File: src/rtl/mc_control_fsm_pkg.sv
// Shared definitions for the multicycle control unit: state encoding, opcode/funct
// constants, ALU operation codes and datapath mux select codes.
package mc_control_fsm_pkg;

    typedef enum logic [3:0] {
        StFetch   = 4'd0,
        StDecode  = 4'd1,
        StRtype   = 4'd2,
        StAluwbR  = 4'd3,
        StItype   = 4'd4,
        StAluwbI  = 4'd5,
        StMemadr  = 4'd6,
        StMemrd   = 4'd7,
        StMemwb   = 4'd8,
        StMemwr   = 4'd9,
        StBranch  = 4'd10,
        StJump    = 4'd11,
        StHalt    = 4'd12,
        StIllegal = 4'd13
    } state_e;

    localparam logic [5:0] OpRtype = 6'h00;
    localparam logic [5:0] OpJ     = 6'h02;
    localparam logic [5:0] OpBeq   = 6'h04;
    localparam logic [5:0] OpBne   = 6'h05;
    localparam logic [5:0] OpAddi  = 6'h08;
    localparam logic [5:0] OpSlti  = 6'h0A;
    localparam logic [5:0] OpLw    = 6'h23;
    localparam logic [5:0] OpSw    = 6'h2B;

    localparam logic [5:0] FnSll = 6'h00;
    localparam logic [5:0] FnSrl = 6'h02;
    localparam logic [5:0] FnSra = 6'h03;
    localparam logic [5:0] FnAdd = 6'h20;
    localparam logic [5:0] FnSub = 6'h22;
    localparam logic [5:0] FnAnd = 6'h24;
    localparam logic [5:0] FnOr  = 6'h25;
    localparam logic [5:0] FnXor = 6'h26;
    localparam logic [5:0] FnNor = 6'h27;
    localparam logic [5:0] FnSlt = 6'h2A;

    localparam logic [3:0] AluAdd = 4'd0;
    localparam logic [3:0] AluSub = 4'd1;
    localparam logic [3:0] AluAnd = 4'd2;
    localparam logic [3:0] AluOr  = 4'd3;
    localparam logic [3:0] AluXor = 4'd4;
    localparam logic [3:0] AluNor = 4'd5;
    localparam logic [3:0] AluSlt = 4'd6;
    localparam logic [3:0] AluSll = 4'd7;
    localparam logic [3:0] AluSrl = 4'd8;
    localparam logic [3:0] AluSra = 4'd9;

    localparam logic [1:0] In1Pc    = 2'd0;
    localparam logic [1:0] In1A     = 2'd1;
    localparam logic [1:0] In1Shamt = 2'd2;
    localparam logic [1:0] In2B     = 2'd0;
    localparam logic [1:0] In2One   = 2'd1;
    localparam logic [1:0] In2Imm   = 2'd2;
    localparam logic [1:0] PcAlu    = 2'd0;
    localparam logic [1:0] PcAluReg = 2'd1;
    localparam logic [1:0] PcJump   = 2'd2;

endpackage

File: src/rtl/mc_control_fsm_alu_decoder.sv
// R-type funct decoder: maps funct to an ALU op, flags shifts (which take shamt on in1)
// and reports whether the funct is supported.
module mc_control_fsm_alu_decoder
    import mc_control_fsm_pkg::*;
(
    input  logic [5:0] funct,
    output logic [3:0] alu_sel,
    output logic       shift,
    output logic       legal
);

    always_comb begin
        alu_sel = AluAdd;
        shift   = 1'b0;
        legal   = 1'b1;
        case (funct)
            FnAdd: alu_sel = AluAdd;
            FnSub: alu_sel = AluSub;
            FnAnd: alu_sel = AluAnd;
            FnOr:  alu_sel = AluOr;
            FnXor: alu_sel = AluXor;
            FnNor: alu_sel = AluNor;
            FnSlt: alu_sel = AluSlt;
            FnSll: begin alu_sel = AluSll; shift = 1'b1; end
            FnSrl: begin alu_sel = AluSrl; shift = 1'b1; end
            FnSra: begin alu_sel = AluSra; shift = 1'b1; end
            default: legal = 1'b0;
        endcase
    end

endmodule

File: src/rtl/mc_control_fsm.sv
// Multicycle control FSM driving the datapath enables and selects.
// Define CTRL_PERF_CNT_EN to add cycle_cnt/instr_cnt performance counters.
module mc_control_fsm
    import mc_control_fsm_pkg::*;
#(
    parameter logic [5:0] HALT_OPCODE = 6'h3F
`ifdef CTRL_PERF_CNT_EN
    ,
    parameter int unsigned CNT_W = 32
`endif
) (
    input  logic       CLK,
    input  logic       RST,
    input  logic [5:0] opcode,
    input  logic [5:0] funct,
    input  logic       zero,
    output logic       MWE,
    output logic       RFWE,
    output logic       PCE,
    output logic       IRWE,
    output logic [3:0] ALU_sel,
    output logic [1:0] ALU_in_sel1,
    output logic [1:0] ALU_in_sel2,
    output logic [1:0] PC_sel,
    output logic       ID_sel,
    output logic       M_to_RF_sel,
    output logic       RFD_sel,
    output logic       halted,
`ifdef CTRL_PERF_CNT_EN
    output logic       illegal,
    output logic [CNT_W-1:0] cycle_cnt,
    output logic [CNT_W-1:0] instr_cnt
`else
    output logic       illegal
`endif
);

    state_e     state_q;
    logic [3:0] dec_alu_sel;
    logic       dec_shift;
    logic       dec_legal;

    mc_control_fsm_alu_decoder u_alu_decoder (
        .funct   (funct),
        .alu_sel (dec_alu_sel),
        .shift   (dec_shift),
        .legal   (dec_legal)
    );

    always_ff @(posedge CLK) begin
        if (RST) begin
            state_q <= StFetch;
        end else begin
            case (state_q)
                StFetch:  state_q <= StDecode;
                StDecode: begin
                    case (opcode)
                        OpRtype:       state_q <= StRtype;
                        OpAddi, OpSlti: state_q <= StItype;
                        OpLw, OpSw:    state_q <= StMemadr;
                        OpBeq, OpBne:  state_q <= StBranch;
                        OpJ:           state_q <= StJump;
                        default:       state_q <= (opcode == HALT_OPCODE) ? StHalt : StIllegal;
                    endcase
                end
                StRtype:   state_q <= dec_legal ? StAluwbR : StIllegal;
                StItype:   state_q <= StAluwbI;
                StMemadr:  state_q <= (opcode == OpLw) ? StMemrd : StMemwr;
                StMemrd:   state_q <= StMemwb;
                StHalt:    state_q <= StHalt;
                StIllegal: state_q <= StIllegal;
                default:   state_q <= StFetch;
            endcase
        end
    end

    // Moore decode of the state register; reset masks everything so an aborted
    // instruction can never write.
    always_comb begin
        MWE         = 1'b0;
        RFWE        = 1'b0;
        PCE         = 1'b0;
        IRWE        = 1'b0;
        ALU_sel     = AluAdd;
        ALU_in_sel1 = In1Pc;
        ALU_in_sel2 = In2B;
        PC_sel      = PcAlu;
        ID_sel      = 1'b0;
        M_to_RF_sel = 1'b0;
        RFD_sel     = 1'b0;
        halted      = 1'b0;
        illegal     = 1'b0;
        if (!RST) begin
            case (state_q)
                StFetch: begin
                    IRWE        = 1'b1;
                    PCE         = 1'b1;
                    ALU_in_sel2 = In2One;
                end
                StDecode: ALU_in_sel2 = In2Imm;
                StRtype: begin
                    ALU_in_sel1 = dec_shift ? In1Shamt : In1A;
                    ALU_sel     = dec_alu_sel;
                end
                StAluwbR: begin
                    RFWE    = 1'b1;
                    RFD_sel = 1'b1;
                end
                StItype: begin
                    ALU_in_sel1 = In1A;
                    ALU_in_sel2 = In2Imm;
                    ALU_sel     = (opcode == OpSlti) ? AluSlt : AluAdd;
                end
                StAluwbI: RFWE = 1'b1;
                StMemadr: begin
                    ALU_in_sel1 = In1A;
                    ALU_in_sel2 = In2Imm;
                end
                StMemrd: ID_sel = 1'b1;
                StMemwb: begin
                    RFWE        = 1'b1;
                    M_to_RF_sel = 1'b1;
                end
                StMemwr: begin
                    ID_sel = 1'b1;
                    MWE    = 1'b1;
                end
                StBranch: begin
                    ALU_in_sel1 = In1A;
                    ALU_sel     = AluSub;
                    PC_sel      = PcAluReg;
                    // Only Mealy output: the compare result decides the PC write.
                    PCE         = (opcode == OpBne) ? ~zero : zero;
                end
                StJump: begin
                    PC_sel = PcJump;
                    PCE    = 1'b1;
                end
                StHalt:    halted  = 1'b1;
                StIllegal: illegal = 1'b1;
                default: ;
            endcase
        end
    end

`ifdef CTRL_PERF_CNT_EN
    logic completing;
    always_comb begin
        completing = 1'b0;
        case (state_q)
            StAluwbR, StAluwbI, StMemwb, StMemwr, StBranch, StJump: completing = 1'b1;
            default: completing = 1'b0;
        endcase
    end

    always_ff @(posedge CLK) begin
        if (RST) begin
            cycle_cnt <= '0;
            instr_cnt <= '0;
        end else begin
            if (state_q != StHalt && state_q != StIllegal) begin
                cycle_cnt <= cycle_cnt + CNT_W'(1);
            end
            if (completing) begin
                instr_cnt <= instr_cnt + CNT_W'(1);
            end
        end
    end
`endif

endmodule

File: config.mk
export PLATFORM = sky130hd
export DESIGN_NAME = mc_control_fsm
export DESIGN_NICKNAME = d
export VERILOG_FILES = /design/src/rtl/mc_control_fsm_pkg.sv /design/src/rtl/mc_control_fsm_alu_decoder.sv /design/src/rtl/mc_control_fsm.sv
export SDC_FILE = /design/constraint.sdc
export NUM_CORES = 1
export LEC_CHECK = 0
export CAP_MARGIN = 30
export CELL_PAD_IN_SITES_DETAIL_PLACEMENT = 1
export CELL_PAD_IN_SITES_GLOBAL_PLACEMENT = 2
export CORE_ASPECT_RATIO = 1.25
export CORE_UTILIZATION = 22
export DETAILED_ROUTE_END_ITERATION = 6
export GPL_TIMING_DRIVEN = 0
export PLACE_DENSITY_LB_ADDON = 0.1
export SYNTH_ARGS = -nofsm -noshare
export SYNTH_HDL_FRONTEND = slang
export SYNTH_SLANG_ARGS = --single-unit
export TNS_END_PERCENT = 100
File: constraint.sdc
create_clock -name CLK -period 2.2 [get_ports CLK]
set_clock_uncertainty 0.1 [all_clocks]
set_input_delay 0.44 -clock CLK [delete_from_list [all_inputs] [get_ports CLK]]
set_output_delay 0.44 -clock CLK [all_outputs]
set_load 0.005 [all_outputs]
# ---- After elaboration in Yosys (flattened, before gate mapping)
# Index checks and enable logic that the tools add are counted.
dict set report word_totals {
  regBits 4
  input_bits 15
  output_inout_bits 19
  wordCells 82
}
dict set report op_classes {
  n_eq_ne 30
  mux 37
  bitwise 1
  reduce_logical 13
}
# cell n
set ops {}
lappend ops {{$eq A6 B6 Y1 const B} 10}
lappend ops {{$pmux W4 S9} 1}
lappend ops {{$pmux W4 S8} 1}
lappend ops {{$eq A4 B4 Y1 const B} 6}
lappend ops {{$mux W1} 21}
lappend ops {{$pmux W4 S5} 1}
lappend ops {{$eq A6 B2 Y1 const B} 3}
lappend ops {{$eq A4 B3 Y1 const B} 4}
lappend ops {{$eq A6 B3 Y1 const B} 2}
lappend ops {{$eq A6 B4 Y1 const B} 2}
lappend ops {{$logic_not A6 Y1} 2}
lappend ops {{$mux W4} 3}
lappend ops {{$pmux W2 S2} 3}
lappend ops {{$pmux W4 S3} 1}
lappend ops {{$reduce_or A3 Y1} 4}
lappend ops {{$reduce_or A10 Y1} 1}
lappend ops {{$reduce_or A2 Y1} 5}
lappend ops {{$eq A4 B2 Y1 const B} 2}
lappend ops {{$mux W2} 4}
lappend ops {{$eq A4 B1 Y1 const B} 1}
lappend ops {{$logic_not A4 Y1} 1}
lappend ops {{$mux W3} 1}
lappend ops {{$pmux W1 S2} 1}
lappend ops {{$not A1 Y1} 1}

# ---- Longest topological paths before layout
# Gate-level depths: netlist (run 1).
dict set report logic_depth {
  ltp_word 6
  depth_mapped 5
  ltp_nobuf 4
}

# ---- Hierarchy
# From an unflattened synthesis (run 1), not the netlist that was laid out.
dict set report unflattened {
  cells_unflattened 140
  area_unflattened_um2 902.1
}
# mod n_inst cells_per_inst area_each_um2 seq_area_each_um2
set modules_own_cells {}
lappend modules_own_cells {mc_control_fsm 1 112 714.4 80.1}
lappend modules_own_cells {mc_control_fsm_alu_decoder 1 28 187.7 0.0}

# ---- Least setup slack after synthesis (run 1)
# Ideal clock, no wire load.
dict set report synth_timing {
  path_kind {register to output}
  startpoint {reg state_q[0]}
  endpoint {out ALU_sel[0]}
  arrival_ps 1523
  required_time_ps 1660
  slack_ps 137
  stages_incl_launch_ff 5
  path_buffers 1
  path_cell_list {dfxtp_1 buf_6 or4b_4 or3_4 o32ai_2}
}
dict set report synth_via {
  elab_chain_len 3
  word_cells_on_any_way 5
  cone_classes {3 x eq/ne; 2 x mux}
}
# item line_no
set synth_lines {}
lappend synth_lines {{start: declaration} mc_control_fsm.sv:38} ;# state_e state_q;
lappend synth_lines {{start signal: assignment} mc_control_fsm.sv:52} ;# state_q <= StFetch;
lappend synth_lines {{start signal: assignment} mc_control_fsm.sv:55} ;# StFetch: state_q <= StDecode;
lappend synth_lines {{start signal: assignment} mc_control_fsm.sv:58} ;# OpRtype: state_q <= StRtype;
lappend synth_lines {{$eq A4 B4 Y1 (tied with other cells)} mc_control_fsm.sv:94} ;# case (state_q)
lappend synth_lines {{$pmux W4 S3 (*)} mc_control_fsm.sv:94}
lappend synth_lines {{$mux W4 (*)} mc_control_fsm.sv:93} ;# if (!RST) begin
lappend synth_lines {{end: declaration} mc_control_fsm.sv:21} ;# output logic [3:0] ALU_sel,
# Every way passes the cells marked *; elsewhere a longest branch is shown, timed or not.

# ---- Final worst setup path (run 1)
# Same ends and word-level chain as after synthesis.

==> out/summary.log, run 1 <==
qor: sta.fin_crit 2.36 ns
qor: floorplan.core_area 0.00360 mm2
qor: finish.finalInstanceArea 0.00153 mm2
qor: placed_design.place.port_buffers 30
qor: drt.avgViaCountPerCell 5.29
qor: power.peakVddDrop 0.318 mV
qor: drt.iteration_0_drc_markers 27
qor: global_route.grt_first_pass_wirelength 5590 um
qor: yosys.mappedNetlistArea 852 um2
qor: hold_path.min_delay_path_class input pin to register
qor: global_route.grt_start_max_net_pins 11
qor: sta.setup_viol 4
qor: yosys.number_of_synthesized_register_bits 4
qor: worst_setup_path.timing_worst_setup_path_type register to output pin
qor: cts.clock_latency_late_sink 0.22 ns
qor: cts.cts_tree done
qor: global_route.first_global_vias 1168
qor: global_route.grt_overflow_total 0
qor: drt.post-route-drc-count 2
qor: floorplan.floorplan.die_area 0.00413 mm2
qor: sta.final_slew_viol_count 0
qor: power.pwr-share-seq 0.114
qor: worst_setup_path.timing.critical_path.to_type output pin
qor: sta.clock.fmax 423 MHz
qor: finish.antenna-diode-count 0
qor: power.share_comb_of_total_power 0.753
qor: power.power_report.internal_total 0.688 mW
qor: hold_path.startpoint_of_the_tightest_hold_check_path RST
qor: floorplan.top_level_ports 34
qor: worst_setup_path.critical_path.reg2reg.startpoint state_q[3]
qor: finish.largest_register state_q
qor: finish.reg_top3 state_q x4
qor: floorplan.chipWidth 57.7 um
qor: sta.final-hold-violation-count 0
qor: sta.fin_crit_sh 1.07
qor: cts.root_buffer sky130_fd_sc_hd__clkbuf_8
qor: global_route.grt_antenna_before_repair 0
qor: floorplan.initial_utilization 0.236
qor: finish.mostFrequentLayoutCell sky130_fd_sc_hd__buf_4
qor: cts.cts-root-to-sink-buffers 2
qor: placed_design.dpl-instance-area 0.00120 mm2
qor: drt.postRouteAntennaNets 0
qor: outcome.failed_checks design-rule violations, negative setup slack
qor: power.cellPowerDensity 760 mW/mm2
qor: placed_design.dp.final_hpwl 2410 um
qor: global_route.grt_util_all_layers 0.171
qor: drt.via_count 1159
qor: yosys.ys_warns 0
qor: finish.area_delta_synth_final 79.6%
qor: cts.clkSinkCount 4
qor: yosys.yosys.cell_types.count 42
qor: drt.first_pass_iters 5
qor: yosys.ys_seq_area_frac 0.0940
qor: cts.tritoncts.num_buffers 3
qor: power.power.leakage 0.734 nW
qor: floorplan.core.rowCount 24
qor: power.pwr-share-clk 0.133
qor: worst_setup_path.crit_path_max_fanout 2
qor: sta.timing_worst_slew_pin_value 0.409 ns
qor: power.switching_power 0.474 mW
qor: cts.clk_pin_slew_worst_paths 0.03 ns
qor: placed_design.finalWeightedCongestion 0.752
qor: finish.drive_gt1_frac 0.417
qor: worst_setup_path.required_worst_endpoint 1.66 ns
qor: drt.avgRoutedWirePerCell 15.4 um
qor: finish.final_cell_mix sky130_fd_sc_hd__buf_4, sky130_fd_sc_hd__nor2_1, sky130_fd_sc_hd__a21oi_1
qor: sta.grt_setup_unrepaired yes
qor: yosys.post_synth.cell_area_avg 6.55 um2
qor: power.p_sw_frac 0.408
qor: finish.largest_register_ff_count 4
qor: sta.slew_headroom 0.727
qor: floorplan.chipHeight 71.6 um
qor: worst_setup_path.start_kind register
qor: drt.postRouteWirelength 3380 um
qor: worst_setup_path.critical_path_arrival 1.82 ns
qor: yosys.mapped_cells 130
qor: finish.finalNetCount 197
qor: cts.htreeDepth 1
qor: finish.final_util 0.425
qor: sta.worst_slack -0.163 ns
qor: worst_setup_path.cp-startpoint state_q[0]
qor: outcome.status complete, but fails checks
qor: yosys.syn-num-nets 145
qor: job.maxCapViolCount 0
[power by group through the flow]
stage	Clock, mW	Combinational [mW]	Sequential [mW]
after global placement	0	0.603	0.115
final	0.155	0.875	0.133
after detailed placement	0	0.610	0.117
after global routing	0.163	0.963	0.138
after floorplan	0	0.384	0.112
after CTS	0.160	0.787	0.127
[synth_stat cells, drive strengths merged]
library cell	instances	area, um2
nand2b	11	68.8
nor2	11	41.3
a21oi	9	45.0
clkbuf	9	33.8
nand2	9	33.8
nor3	9	45.0
nor4	7	50.1
o21ai	7	35.0
nand3	5	25.0
or2	5	31.3
dfxtp	4	80.1
mux2i	4	40.0
a31oi	3	18.8
buf	3	23.8
inv	3	11.3
nor2b	3	18.8
o31a	3	26.3
o32ai	3	33.8
and4b	2	20.0
nor3b	2	15.0
or3	2	17.5
a211o	1	8.76
a211oi	1	7.51
a21bo	1	10.0
a21boi	1	7.51
a21o	1	7.51
a221o	1	10.0
mux2	1	11.3
nand3b	1	7.51
nand4	1	6.26
nand4b	1	8.76
o22a	1	8.76
o22ai	1	6.26
o31ai	1	7.51
or4	1	7.51
or4b	1	13.8
xor2	1	8.76
[worst max-delay path: stages (launching register included)]
cell                      delay (ns)
sky130_fd_sc_hd__dfxtp_1        0.30
sky130_fd_sc_hd__buf_6          0.12
sky130_fd_sc_hd__or4b_4         0.50
sky130_fd_sc_hd__or3_4          0.36
sky130_fd_sc_hd__o32ai_2        0.19
sky130_fd_sc_hd__buf_2          0.14
[per-stage QoR]
step                      hold WS (ns)  instances  TNS [ns]  setup slack, ns  power, mW
after global routing             0.671        219    -0.561           -0.210       1.26
after floorplan                  0.458        130         0            0.137      0.496
after CTS                        0.678        215     -1.22           -0.185       1.07
after detailed placement         0.531        199     -9.48           -0.873      0.727
after global placement           0.510        199     -9.14           -0.834      0.718
final                            0.621        219    -0.292           -0.163       1.16
[metal layers]
| metal | part of all wire | wire [um] | vias to the layer above | GRT usage |
|---|---|---|---|---|
| li1 | - | - | 587 | - |
| met1 | 0.41 | 1380 | 542 | 0.198 |
| met2 | 0.55 | 1850 | 24 | 0.323 |
| met3 | 0.028 | 95 | 6 | 0.0126 |
| met4 | 0.017 | 59 | 0 | 0.0635 |
| met5 | 0 | 0 | - | 0 |
[timing repair]
action	4_1_cts	5_1_grt
hold buffers	0	0
setup buffers	13	5
endpoints found under the setup margin	19	15
resized for setup	93	30
pin swaps	11	5
[cell families after synthesis]
family | after synthesis | synth area share
AOI/OAI and AO/OA | 34 | 0.273
xor gates and xnor gates | 1 | 0.0103
buffers and inverters | 15 | 0.0808
DFF | 4 | 0.0940
muxes | 5 | 0.0602
and+or+nand+nor | 71 | 0.482
[final timing paths]
kind                      to  slack (ns)  cells after the start
setup / recovery  ALU_sel[0]       -0.16                      5
hold reg to reg   state_q[3]        0.69                      3
setup reg to reg  state_q[2]        0.35                      7
hold / removal    state_q[3]        0.62                      3
[cell type report]
type / count / area (um2)
Buffer: 11 / 111
Clock buffer: 3 / 41.3
Fill cell: 448 / 2070
Inverter: 3 / 11.3
Multi-Input combinational cell: 111 / 825
Sequential cell: 4 / 85.1
Tap cell: 39 / 48.8
Timing Repair Buffer: 48 / 408
Note: power is estimated with default switching activity, not from simulation.
==> run 2, diff against run 1 <==
--- a/config.mk
+++ b/config.mk
@@ -12,7 +12,7 @@
 export CORE_UTILIZATION = 22
 export DETAILED_ROUTE_END_ITERATION = 6
 export GPL_TIMING_DRIVEN = 0
-export PLACE_DENSITY_LB_ADDON = 0.1
+export PLACE_DENSITY = 0.9
 export SYNTH_ARGS = -nofsm -noshare
 export SYNTH_HDL_FRONTEND = slang
 export SYNTH_SLANG_ARGS = --single-unit
==> out/summary.log, run 2 (synthesized netlist as in run 1, its figures left out) <==
qor: outcome.status complete, but fails checks [unchanged]
qor: outcome.failed_checks design-rule violations, negative setup slack [unchanged]
qor: finish.final_util 0.426 [was 0.425]
qor: placed_design.placed_cell_count 199 [unchanged]
qor: sta.timing_worst_slew_pin_value 0.357 ns [was 0.409 ns]
qor: cts.cts_tree done [unchanged]
qor: power.cellPowerDensity 676 mW/mm2 [was 760 mW/mm2]
qor: floorplan.chipWidth 57.7 um [unchanged]
qor: worst_setup_path.critical_path.reg2reg.endpoint state_q[2] [unchanged]
qor: floorplan.core_area 0.00360 mm2 [unchanged]
qor: finish.largest_register_ff_count 4 [unchanged]
qor: sta.clock.fmax 430 MHz [was 423 MHz]
qor: cts.clkSinkCount 4 [unchanged]
qor: cts.root_buffer sky130_fd_sc_hd__clkbuf_8 [unchanged]
qor: sta.slew_headroom 0.760 [was 0.727]
qor: finish.drive_gt1_frac 0.433 [was 0.417]
qor: finish.finalNetCount 195 [was 197]
qor: placed_design.dpl-instance-area 0.00120 mm2 [unchanged]
qor: worst_setup_path.required_worst_endpoint 1.66 ns [about the same]
qor: hold_path.hold-path-cell-count 3 [unchanged]
qor: cts.clk_pin_slew_worst_paths 0.03 ns [about the same]
qor: worst_setup_path.crit_path_max_fanout 3 [was 2]
qor: sta.fin_crit_sh 1.06 [was 1.07]
qor: floorplan.floorplan.die_area 0.00413 mm2 [unchanged]
qor: cts.htreeDepth 1 [unchanged]
qor: worst_setup_path.cp_num_cells 4 [was 5]
qor: finish.largest_register state_q [unchanged]
qor: drt.post-route-drc-count 3 [was 2]
qor: power.report.power.total 1.04 mW [was 1.16 mW]
qor: sta.finalSetupTns -0.386 ns [was -0.292 ns]
qor: drt.postRouteWirelength 3390 um [was 3380 um]
qor: finish.antenna-diode-count 0 [unchanged]
qor: power.peakVddDrop 0.203 mV [was 0.318 mV]
qor: drt.avgRoutedWirePerCell 15.6 um [was 15.4 um]
qor: worst_setup_path.start_kind register [unchanged]
qor: sta.final_slew_viol_count 0 [unchanged]
qor: worst_setup_path.slack_of_the_worst_reg_to_reg_path 0.49 ns [was 0.35 ns]
qor: power.p_sw_frac 0.425 [was 0.408]
qor: worst_setup_path.crit_end ALU_sel[0] [unchanged]
qor: worst_setup_path.critical_path.reg2reg.startpoint state_q[2] [was state_q[3]]
qor: hold_path.min_delay_path_class register to register [was input pin to register]
qor: finish.finalInstanceArea 0.00153 mm2 [about the same]
qor: sta.final-hold-violation-count 0 [unchanged]
qor: power.pwr-share-seq 0.122 [was 0.114]
qor: power.share_comb_of_total_power 0.733 [was 0.753]
qor: floorplan.top_level_ports 34 [unchanged]
qor: worst_setup_path.slowest_delay 0.56 ns [was 0.50 ns]
qor: sta.grt_setup_unrepaired yes [unchanged]
qor: floorplan.core.rowCount 24 [unchanged]
qor: drt.first_pass_iters 6 [was 5]
qor: drt.via_count 1164 [was 1159]
qor: cts.tritoncts.num_buffers 3 [unchanged]
qor: finish.stdcell_count 217 [was 219]
qor: cts.clock_latency_late_sink 0.21 ns [was 0.22 ns]
qor: floorplan.initial_utilization 0.236 [unchanged]
qor: drt.postRouteAntennaNets 0 [unchanged]
qor: placed_design.dp.final_hpwl 2410 um [about the same]
qor: sta.fin_crit 2.33 ns [was 2.36 ns]
qor: finish.mostFrequentLayoutCell sky130_fd_sc_hd__buf_4 [unchanged]
qor: worst_setup_path.timing.critical_path.slowest_stage_cell sky130_fd_sc_hd__or4b_4 [unchanged]
qor: drt.iteration_0_drc_markers 30 [was 27]
qor: global_route.first_global_vias 1208 [was 1168]
qor: worst_setup_path.timing.critical_path.max_delay_family simple AND/OR/NAND/NOR gates [unchanged]
qor: worst_setup_path.cp.buffers_inverters 1 [was 2]
qor: global_route.grt_first_pass_wirelength 5530 um [was 5590 um]
qor: global_route.grt_antenna_before_repair 0 [unchanged]
qor: finish.reg_top3 state_q x4 [unchanged]
qor: floorplan.chipHeight 71.6 um [unchanged]
qor: cts.cts-root-to-sink-buffers 2 [unchanged]
qor: global_route.grt_util_all_layers 0.165 [was 0.171]
qor: drt.avgViaCountPerCell 5.36 [was 5.29]
qor: power.pwr-share-clk 0.145 [was 0.133]
qor: power.power_report.internal_total 0.596 mW [was 0.688 mW]
qor: finish.final_cell_mix sky130_fd_sc_hd__buf_4, sky130_fd_sc_hd__nand2_1, sky130_fd_sc_hd__nor2_1, sky130_fd_sc_hd__a21oi_1, sky130_fd_sc_hd__buf_2 [was sky130_fd_sc_hd__buf_4, sky130_fd_sc_hd__nor2_1, sky130_fd_sc_hd__a21oi_1]
qor: worst_setup_path.timing_worst_setup_path_type register to output pin [unchanged]
qor: placed_design.place.port_buffers 30 [unchanged]
qor: worst_setup_path.worst_r2r_path_depth 6 [was 7]
qor: worst_setup_path.timing.critical_path.to_type output pin [unchanged]
qor: sta.worst_slack -0.127 ns [was -0.163 ns]
qor: global_route.grt_start_max_net_pins 11 [unchanged]
qor: worst_setup_path.cp-startpoint state_q[2] [was state_q[0]]
qor: sta.setup_viol 4 [unchanged]
qor: power.switching_power 0.441 mW [was 0.474 mW]
qor: finish.area_delta_synth_final 80.0% [was 79.6%]
qor: worst_setup_path.crit_path_cell_trace or4b_4 > or3_4 > o32ai_2 > buf_2 [was buf_6 > or4b_4 > or3_4 > o32ai_2 > buf_2]
qor: global_route.grt_overflow_total 0 [unchanged]
qor: worst_setup_path.critical_path_arrival 1.79 ns [was 1.82 ns]
qor: placed_design.finalWeightedCongestion 0.806 [was 0.752]
qor: job.maxCapViolCount 0 [unchanged]
qor: power.power.leakage 0.690 nW [was 0.734 nW]
-- run 2: cell count changes in the layout (fill, tap and decap cells not counted), sizes merged --
cell,before,now
clkdlybuf4s15,3,7
clkdlybuf4s50,2,1
dlymetal6s2s,8,5
clkbuf,13,8
dlygate4sd2,5,8
-- run 2: layout make-up --
class                   instances  area, um2
well taps                      39       48.8
repair buffers                 47        399
multi-input cells             111        831
inverters                       3       11.3
plain buffers                  10        116
fillers                       438       2070
clock buffers                   3       41.3
flip-flops and latches          4       86.3
-- run 2: how the worst min path moves through the flow --
stage / endpoint / slack, ns / start
3_5_place_dp: state_q[1] / 0.54 / state_q[2]
6_report: state_q[1] / 0.63 / state_q[3]
4_1_cts: state_q[1] / 0.62 / state_q[3]
3_3_place_gp: state_q[1] / 0.50 / state_q[2]
5_1_grt: state_q[1] / 0.67 / state_q[3]
2_1_floorplan: state_q[1] / 0.46 / state_q[2]
-- run 2: metal layers --
metal	track usage	part of all wire
met1	0.182	0.41
met4	0.0238	0.0050
met2	0.342	0.55
met3	0.00903	0.034
met5	0	0
-- run 2: worst reg2reg max path, cell delays in order (launching register included) --
cell and delay (ns):
sky130_fd_sc_hd__dfxtp_2 0.31, sky130_fd_sc_hd__or4b_4 0.56, sky130_fd_sc_hd__buf_6 0.14, sky130_fd_sc_hd__buf_6 0.11, sky130_fd_sc_hd__buf_4 0.12, sky130_fd_sc_hd__a21o_1 0.17
sky130_fd_sc_hd__a31oi_1 0.13
-- run 2: timing repair --
action                     in CTS  in global routing
hold buffers                    0                  0
resized for setup             105                 32
setup endpoints to repair      19                 11
setup buffers                   9                  9
pin swaps                      11                  6
-- run 2: through the flow --
step | setup WS (ns) | hold WS [ns]
floorplan | 0.137 | 0.458
global placement | -0.812 | 0.503
detailed placement | -0.912 | 0.542
CTS | -0.176 | 0.615
global route | -0.190 | 0.669
finish | -0.127 | 0.629
-- run 2: power by group through the flow --
stage | combinational (mW) | sequential (mW) | clock (mW)
detailed placement | 0.598 | 0.117 | 0
finish | 0.760 | 0.127 | 0.151
global route | 0.826 | 0.130 | 0.161
global placement | 0.588 | 0.115 | 0
floorplan | 0.384 | 0.112 | 0
CTS | 0.712 | 0.126 | 0.155
==> run 3, diff against run 2 <==
--- a/config.mk
+++ b/config.mk
@@ -9,10 +9,11 @@
 export CELL_PAD_IN_SITES_DETAIL_PLACEMENT = 1
 export CELL_PAD_IN_SITES_GLOBAL_PLACEMENT = 2
 export CORE_ASPECT_RATIO = 1.25
-export CORE_UTILIZATION = 22
+export CORE_UTILIZATION = 23
 export DETAILED_ROUTE_END_ITERATION = 6
 export GPL_TIMING_DRIVEN = 0
-export PLACE_DENSITY = 0.9
+export PLACE_DENSITY = 0.93
+export REMOVE_ABC_BUFFERS = 1
 export SYNTH_ARGS = -nofsm -noshare
 export SYNTH_HDL_FRONTEND = slang
 export SYNTH_SLANG_ARGS = --single-unit
==> constraint.sdc (replaced) <==
create_clock -name CLK -period 3.01 [get_ports CLK]
set_clock_uncertainty 0.1 [all_clocks]
set_input_delay 0.602 -clock CLK [delete_from_list [all_inputs] [get_ports CLK]]
set_output_delay 0.602 -clock CLK [all_outputs]
set_load 0.005 [all_outputs]
==> out/summary.log, run 3 (synthesized netlist as in run 1, its figures left out) <==
qor: floorplan.initial_utilization 0.243 [was 0.236]
qor: finish.largest_register state_q [unchanged]
qor: finish.drive_gt1_frac 0.156 [was 0.433]
qor: worst_setup_path.cp.buffers_inverters 2 [was 1]
qor: cts.clock_latency_late_sink 0.21 ns [about the same]
qor: drt.first_pass_iters 4 [was 6]
qor: placed_design.dp.final_hpwl 2210 um [was 2410 um]
qor: worst_setup_path.slack_of_the_worst_reg_to_reg_path 1.29 ns [was 0.49 ns]
qor: worst_setup_path.slowest_delay 0.51 ns [was 0.56 ns]
qor: sta.fin_crit 2.87 ns
qor: sta.setup_viol 0 [was 4]
qor: cts.htreeDepth 1 [unchanged]
qor: drt.postRouteWirelength 2820 um [was 3390 um]
qor: finish.mostFrequentLayoutCell sky130_fd_sc_hd__clkdlybuf4s50_1 [was sky130_fd_sc_hd__buf_4]
qor: floorplan.floorplan.die_area 0.00395 mm2 [was 0.00413 mm2]
qor: finish.largest_register_ff_count 4 [unchanged]
qor: worst_setup_path.required_worst_endpoint 2.31 ns [was 1.66 ns]
qor: worst_setup_path.timing.critical_path.slowest_stage_cell sky130_fd_sc_hd__clkdlybuf4s50_1 [was sky130_fd_sc_hd__or4b_4]
qor: cts.cts-root-to-sink-buffers 2 [unchanged]
qor: finish.reg_top3 state_q x4 [unchanged]
qor: drt.post-route-drc-count 0 [was 3]
qor: worst_setup_path.critical_path_arrival 2.16 ns [was 1.79 ns]
qor: finish.finalInstanceArea 0.00123 mm2 [was 0.00153 mm2]
qor: drt.avgViaCountPerCell 5.56 [was 5.36]
qor: placed_design.dpl_worst_slack -0.371 ns [was -0.912 ns]
qor: sta.slew_headroom 0.636 [was 0.760]
qor: cts.clk_pin_slew_worst_paths 0.03 ns [about the same]
qor: sta.final-hold-violation-count 0 [unchanged]
qor: floorplan.top_level_ports 34 [unchanged]
qor: worst_setup_path.timing.critical_path.to_type output pin [unchanged]
qor: placed_design.place.port_buffers 33 [was 30]
qor: hold_path.min_to state_q[1] [unchanged]
qor: sta.final.hold.worst_slack 0.524 ns [was 0.629 ns]
qor: worst_setup_path.cp_num_cells 6 [was 4]
qor: cts.number_of_setup_buffers_added_after_cts 0 [was 9]
qor: global_route.grt_first_pass_wirelength 4790 um [was 5530 um]
qor: sta.worst_slack 0.144 ns [was -0.127 ns]
qor: finish.final_util 0.350 [was 0.426]
qor: drt.postRouteAntennaNets 0 [unchanged]
qor: power.cellPowerDensity 488 mW/mm2 [was 676 mW/mm2]
qor: finish.fillerInstances 456 [was 438]
qor: power.peakVddDrop 0.202 mV [was 0.203 mV]
qor: sta.final_slew_viol_count 0 [unchanged]
qor: global_route.first_global_vias 1089 [was 1208]
qor: sta.fin_crit_sh 0.952
qor: global_route.grt_start_max_net_pins 21 [was 11]
qor: finish.final_cell_mix sky130_fd_sc_hd__clkdlybuf4s50_1, sky130_fd_sc_hd__nor2_1, sky130_fd_sc_hd__nand2b_1 [was sky130_fd_sc_hd__buf_4, sky130_fd_sc_hd__nand2_1, sky130_fd_sc_hd__nor2_1, sky130_fd_sc_hd__a21oi_1, sky130_fd_sc_hd__buf_2]
qor: sta.grt_setup_unrepaired no [was yes]
qor: drt.avgRoutedWirePerCell 14.6 um [was 15.6 um]
qor: placed_design.finalWeightedCongestion 0.830 [was 0.806]
qor: worst_setup_path.start_kind input pin [was register]
qor: hold_path.startpoint_of_the_tightest_hold_check_path state_q[3] [unchanged]
qor: cts.cts_tree done [unchanged]
qor: outcome.status complete, no violations [was complete, but fails checks]
qor: drt.iteration_0_drc_markers 31 [was 30]
qor: hold_path.min_delay_path_class register to register [unchanged]
qor: sta.clock.fmax 349 MHz
qor: finish.area_delta_synth_final 44.2% [was 80.0%]
qor: worst_setup_path.critical_path.reg2reg.endpoint state_q[1] [was state_q[2]]
qor: worst_setup_path.timing.critical_path.max_delay_family buffers and inverters [was simple AND/OR/NAND/NOR gates]
qor: worst_setup_path.crit_path_max_fanout 9 [was 3]
qor: worst_setup_path.timing_worst_setup_path_type input pin to output pin [was register to output pin]
qor: hold_path.hold-path-cell-count 1 [was 3]
qor: floorplan.chipHeight 70.1 um [was 71.6 um]
qor: global_route.grt_util_all_layers 0.145 [was 0.165]
qor: global_route.grt_antenna_before_repair 0 [unchanged]
qor: floorplan.core.rowCount 24 [unchanged]
qor: job.maxCapViolCount 0 [unchanged]
qor: placed_design.dpl-instance-area 0.00117 mm2 [was 0.00120 mm2]
qor: cts.tritoncts.num_buffers 3 [unchanged]
qor: cts.root_buffer sky130_fd_sc_hd__clkbuf_8 [unchanged]
qor: floorplan.core_area 0.00351 mm2 [was 0.00360 mm2]
qor: worst_setup_path.worst_r2r_path_depth 4 [was 6]
qor: floorplan.chipWidth 56.4 um [was 57.7 um]
qor: power.power.leakage 0.446 nW [was 0.690 nW]
qor: drt.via_count 1074 [was 1164]
qor: sta.timing_worst_slew_pin_value 0.546 ns [was 0.357 ns]
qor: global_route.grt_overflow_total 0 [unchanged]
qor: worst_setup_path.crit_path_cell_trace buf_2 > or3_1 > a211oi_2 > o21ai_0 > a21oi_1 > clkdlybuf4s50_1 [was or4b_4 > or3_4 > o32ai_2 > buf_2]
qor: finish.antenna-diode-count 0 [unchanged]
qor: finish.finalNetCount 171 [was 195]
qor: cts.clkSinkCount 4 [unchanged]
qor: worst_setup_path.critical_path.reg2reg.startpoint state_q[2] [unchanged]
==> run 3: changes by cell type in the layout (fill, tap and decap cells not counted), moves of 3 or more <==
cell,before,now
sky130_fd_sc_hd__nand2b_1,7,10
sky130_fd_sc_hd__clkbuf_8,6,3
sky130_fd_sc_hd__nor3_2,3,0
sky130_fd_sc_hd__clkdlybuf4s50_1,1,18
sky130_fd_sc_hd__buf_4,16,0
sky130_fd_sc_hd__o21ai_0,3,6
sky130_fd_sc_hd__nor3_1,6,9
sky130_fd_sc_hd__clkdlybuf4s15_2,5,0
sky130_fd_sc_hd__buf_2,9,3
sky130_fd_sc_hd__buf_6,4,0
==> run 3: through the flow <==
stage	power [mW]	TNS, ns	std cells
2_1_floorplan	0.322	0	118
3_3_place_gp	0.476	-1.49	190
3_5_place_dp	0.487	-1.87	190
4_1_cts	0.610	0	193
5_1_grt	0.652	0	193
6_report	0.599	0	193
==> run 3: worst reg2reg max path: cells and delay by family (launching register included) <==
kind            cells  cell delay [ns]
simple gates        2             0.43
flops               1             0.41
compound gates      2             0.68
==> run 3: cell type report <==
| type | instances | area [um2] | area share |
|---|---|---|---|
| Clock buffer | 3 | 41.3 | 0.0336 |
| Tap cell | 39 | 48.8 | 0.0397 |
| Timing Repair Buffer | 33 | 312 | 0.254 |
| Inverter | 3 | 11.3 | 0.00916 |
| Multi-Input combinational cell | 111 | 727 | 0.592 |
| Sequential cell | 4 | 88.8 | 0.0723 |
==> run 3: what timing repair did <==
| item | 4_1_cts | 5_1_grt |
|---|---|---|
| setup endpoints to repair | 13 | 5 |
| hold buffers | 0 | 0 |
| pin swaps | 0 | 1 |
| gates resized for setup | 26 | 12 |
==> run 3: worst max path at each step <==
stage	startpoint	to	slack, ns
finish	funct[1]	ALU_sel[1]	0.14
global placement	funct[1]	ALU_sel[1]	-0.38
global route	state_q[2]	ALU_sel[1]	0.01
CTS	funct[1]	ALU_sel[1]	0.01
floorplan	state_q[1]	ALU_sel[0]	0.61
detailed placement	funct[5]	ALU_sel[1]	-0.37
==> run 3: routing by layer <==
metal / part of all wire / up-vias / GRT usage
met3: 0.050 / 0 / 0.0148
met1: 0.42 / 504 / 0.165
li1: - / 533 / -
met5: 0 / - / 0
met4: 0 / 0 / 0.0461
met2: 0.53 / 37 / 0.275
==> run 3: report_power, final <==
group	switching (mW)	leakage (nW)	total (mW)	internal (mW)
logic	0.161	0.390	0.334	0.173
clock network	0.0270	0.0216	0.112	0.0852
registers	0.0745	0.0345	0.153	0.0786
total	0.262	0.446	0.599	0.337
==> RTL change 1, RTL diff (config.mk and constraints of run 1) <==
Build with the macro `CTRL_PERF_CNT_EN` defined.
--- a/src/rtl/mc_control_fsm.sv
+++ b/src/rtl/mc_control_fsm.sv
@@ -2,2 +2,4 @@
 // Define CTRL_PERF_CNT_EN to add cycle_cnt/instr_cnt performance counters.
+`define CTRL_PERF_CNT_EN
+
 module mc_control_fsm
Behaviour (old outputs only; new: cycle_cnt and instr_cnt): unchanged (Yosys induction, for registers that start in step).
==> RTL change 1 against run 1 <==
The run ends with negative setup slack left; highest routed layer unchanged; count of clock-buffer cells in the layout increased by 6; final area increased to 3.8 times the old value; area after synthesis increased to 4.4 times the old value; total power increased to 3.2 times the old value; register-to-register slack got worse by 0.26 ns; wire length increased to 3.7 times the old value; core utilization decreased by 7.3 points; sequential power increased to 10 times the old value; worst setup slack improved by 0.10 ns; synthesized cell count increased to 3.6 times the old value; sequential cell count increased by 64.
==> RTL change 1: results (changes against run 1) <==
Run status
The flow ran to the end, but the final reports show violations. The checks that failed: negative setup slack.

Setup path
The arrival time reported for the critical path endpoint is 1.72 ns (-0.10 ns).

Final layout
The layout filler cell count was 1,942 (+330%). The fraction of final layout cells sized beyond drive strength 1 came to 22.7% (-19 points). The filler-free cell count of the finished design was 827 (+280%).

The layout net count is 626 (+220%).

Route
The routed length per placed instance came to 15.2 um (-1.2%). The total via count in the routed design is 3,827 (+230%).

Logic synthesis
The average cell area after synthesis is 7.86 um^2 (+20%). The distinct cell type count after synthesis is 52 (+24%). The net count after synthesis is 489 (+240%).

The post-synthesis sequential area ratio is 36.7% (+27 points).

Timing
The slew of the pin with the lowest slew margin is 0.551 ns (+0.141 ns). The number of failing setup endpoints in the final timing report is 3 (-1). The worst-case setup margin in the final layout is -0.0593 ns (+0.103 ns).

Clock network
The clock-pin slew on the worst setup and hold paths is 0.05 ns (+0.02 ns). The clock latency of the later-clocked register in the worst-skew pair is 0.33 ns (+0.11 ns). The TritonCTS buffer count came to 9 (+6).

Global routing
The routing usage on met2 is 27.4% (-4.9 points). The wire length of the first global-routing pass came to 20.5 mm (+270%).

Worst hold path
The class of the tightest hold or removal check is flop to flop.

Placed design
The half-perimeter wire length after detailed placement came to 9.15 mm (+280%). The weighted congestion reported at the end of routability-driven placement is 0.766 (+1.9%). The number of I/O port buffers is 93 (+210%).
==> RTL change 1: kinds of logic (layout without fill, tap and decap cells) <==
kind of cell	after synthesis	count (layout)	share of synthesized area, %
XOR/XNOR	53	53	12.5
flip-flops	68	68	36.7
buffers and inverters	40	179	5.09
adder cells (fa/ha/maj)	2	2	0.674
multiplexers	5	5	1.38
AO/OA/AOI/OAI	62	62	9.95
AND/OR/NAND/NOR	242	242	33.7
==> RTL change 1: power groups by stage <==
| stage | Combinational [W] | Clock [W] | Sequential (W) |
|---|---|---|---|
| global placement | 0.000712 | 0 | 0.00136 |
| detailed placement | 0.000717 | 0 | 0.00137 |
| finish | 0.00115 | 0.00124 | 0.00135 |
| floorplan | 0.000430 | 0 | 0.00134 |
| CTS | 0.00104 | 0.00129 | 0.00135 |
| global route | 0.00125 | 0.00135 | 0.00135 |
==> RTL change 1: layer usage <==
metal / vias to the layer above / wire length, um
met3: 14 / 482
li1: 1920 / -
met2: 69 / 6570
met5: - / 0
met4: 0 / 236
met1: 1824 / 5310
==> RTL change 1: per-stage QoR <==
stage	util (%)	area [um^2]
global placement	30.1	4910
finish	35.2	5740
floorplan	-	3710
global route	35.2	5740
CTS	34.1	5560
detailed placement	30.1	4910
==> RTL change 1: cell type report <==
type / count / share of cell area [%]
buffer: 27 / 4.62
sequential: 68 / 23.9
clock inverter: 4 / 0.349
clock buffer: 9 / 3.92
multi-input combinational: 364 / 41.6
inverter: 13 / 0.915
tap: 216 / 4.70
timing repair buffer: 126 / 20.1
==> RTL change 1: final timing paths <==
kind / from / endpoint / slack [ns] / cells past startpoint
worst max-delay path: state_q[3] / PCE / -0.06 / 7
worst min-delay path: instr_cnt[31] / instr_cnt[31] / 0.39 / 2
worst max register to register: state_q[1] / instr_cnt[26] / 0.09 / 8
worst min register to register: instr_cnt[31] / instr_cnt[31] / 0.39 / 2
==> RTL change 1: critical path, stage by stage, from the launching register on <==
cell and delay, ns:
dfxtp_2 0.33, buf_6 0.13, or3_4 0.34, buf_6 0.13, nor3_4 0.14, buf_6 0.12, nand2b_4 0.11, buf_6 0.09
==> RTL change 1: what timing repair did <==
action	in CTS	in global routing
endpoints found under the setup margin	49	38
setup buffers	21	13
gates resized for setup	142	37
pin swaps	14	13
==> RTL change 2, RTL diff (flow settings as in run 1) <==
Without the edit above. Register the output `MWE`, without a reset; this adds one clock of latency there. The other outputs are not delayed to match.
--- a/src/rtl/mc_control_fsm.sv
+++ b/src/rtl/mc_control_fsm.sv
@@ -36,2 +36,4 @@
 );
+
+    logic MWE_d;
 
@@ -79,3 +81,3 @@
     always_comb begin
-        MWE         = 1'b0;
+        MWE_d       = 1'b0;
         RFWE        = 1'b0;
@@ -125,3 +127,3 @@
                     ID_sel = 1'b1;
-                    MWE    = 1'b1;
+                    MWE_d  = 1'b1;
                 end
@@ -170,2 +172,6 @@
 
+    always_ff @(posedge CLK) begin
+        MWE <= MWE_d;
+    end
+
 endmodule
Formal check against the unedited RTL: not equivalent (a bounded check fails within 4 cycles, from zero or initial values and one cycle with RST high).
==> RTL change 2 against run 1 <==
The run still ends with design-rule violations, negative setup slack left; worst setup slack gained 0.11 ns; final area shrank 1.2%; clock power grew 11%; via count grew 5.3%; sequential cell count grew 1; critical path depth is the same; synthesized cell count is the same; cell count grew 2.7%; total power grew 17%; register-to-register slack gained 0.19 ns; sequential power grew 16%; maximum frequency grew 4.7%; area after synthesis shrank 1.6%; wire length grew 9.5%; highest routed layer unchanged.
==> RTL change 2: results (changes against run 1) <==
Placed design
The standard cell area after detailed placement is 0.00120 mm^2 (-0.31%). The half-perimeter wire length after detailed placement is 2.55 mm (+5.6%). The number of cells after detailed placement is 200 (+0.50%). The number of I/O port buffers came to 31 (+3.3%).

Timing
The worst-case setup margin in the final layout is -0.0570 ns (+0.106 ns). The minimum hold slack is 0.556 ns (-0.0653 ns). The number of failing setup endpoints in the final timing report is 2 (-2). The remaining max-slew budget at the tightest pin is 74.4% (+1.7 points).

Final layout
The multi-input combinational cell count is 109 (-1.8%). The layout filler cell count was 453 (+1.1%). The proportion of cell area occupied by multi-input gates is 50.3% (-3.6 points). The buffer count excluding the clock tree in the final layout is 63 (+6.8%). The number of ordinary inverters in the final layout is 5 (+2). The fraction of final layout cells sized beyond drive strength 1 is 39.2% (-2.4 points).

Logic synthesis
The post-synthesis sequential area ratio is 11.9% (+2.5 points). The fraction of the mapped netlist area in compound gates is 29.0% (+1.6 points). The number of synthesized register bits is 5 (+1). The average cell area after synthesis is 6.45 um^2 (-1.6%). The fraction of synthesized area in multiplexers is 2.54% (-3.5 points). The distinct cell type count after synthesis is 47 (+12%).

In the synthesized netlist, the cells that appear most often are nor2_1, a21oi_1, nor3_1, o21ai_0, nor4_1. By area the synthesized netlist is led by dfxtp_1, nor2_1, a21oi_1.

Worst hold path
The startpoint identified for the worst hold timing path is opcode[4]. The instance count along the most critical hold path came to 4 (+1).

Run status
The final reports fail on design-rule violations, negative setup slack. The flow ran to the end, but the final reports show violations.

Global routing
The overall fraction of global-route tracks in use was 19.0% (+1.9 points). The wire length of the first global-routing pass came to 6.13 mm (+9.6%). The number of global-route vias before repair is 1,287 (+10%).

Setup path
The library cell contributing the largest single delay on the critical path is or3_4. Tracing the worst setup path back leads to its startpoint at funct[4]. The capture point of the worst reg-to-reg path is state_q[0].

Pwr
The worst voltage drop across the vdd grid came to 0.000357 V (+12%).

Route
The count of unresolved DRC violations after routing is 1 (-1). The routed length per placed instance is 16.4 um (+6.6%). The first-pass detailed-route iteration total came to 6 (+1). The ratio of routed vias to standard cells is 5.43 (+2.5%). The iteration-0 DRC count of the detailed router is 38 (+41%).
==> RTL change 2: changes by cell type after synthesis, moves of 4 or more <==
cell and change:
clkbuf_1 -4, nand2b_1 -5, or2_2 -5, or3_1 +4
==> RTL change 2: routing by layer <==
| metal | global-route usage, % | routed length (um) | vias to the layer above |
|---|---|---|---|
| met3 | 1.10 | 76 | 4 |
| met4 | 5.42 | 43 | 0 |
| li1 | - | - | 590 |
| met1 | 20.7 | 1500 | 604 |
| met2 | 38.3 | 2080 | 23 |
| met5 | 0 | 0 | - |
==> RTL change 2: where the power goes <==
group	internal (W)	switching [W]	leakage (nW)	total [W]
logic	0.000551	0.000488	0.568	0.00104
clock network	0.000125	0.0000476	0.0228	0.000172
registers	0.000125	0.0000289	0.0418	0.000154
==> RTL change 2: repair_timing <==
item | CTS | global route
endpoints found under the setup margin | 18 | 13
pin swaps | 17 | 13
buffers inserted | 14 | 7
resized for setup | 94 | 29
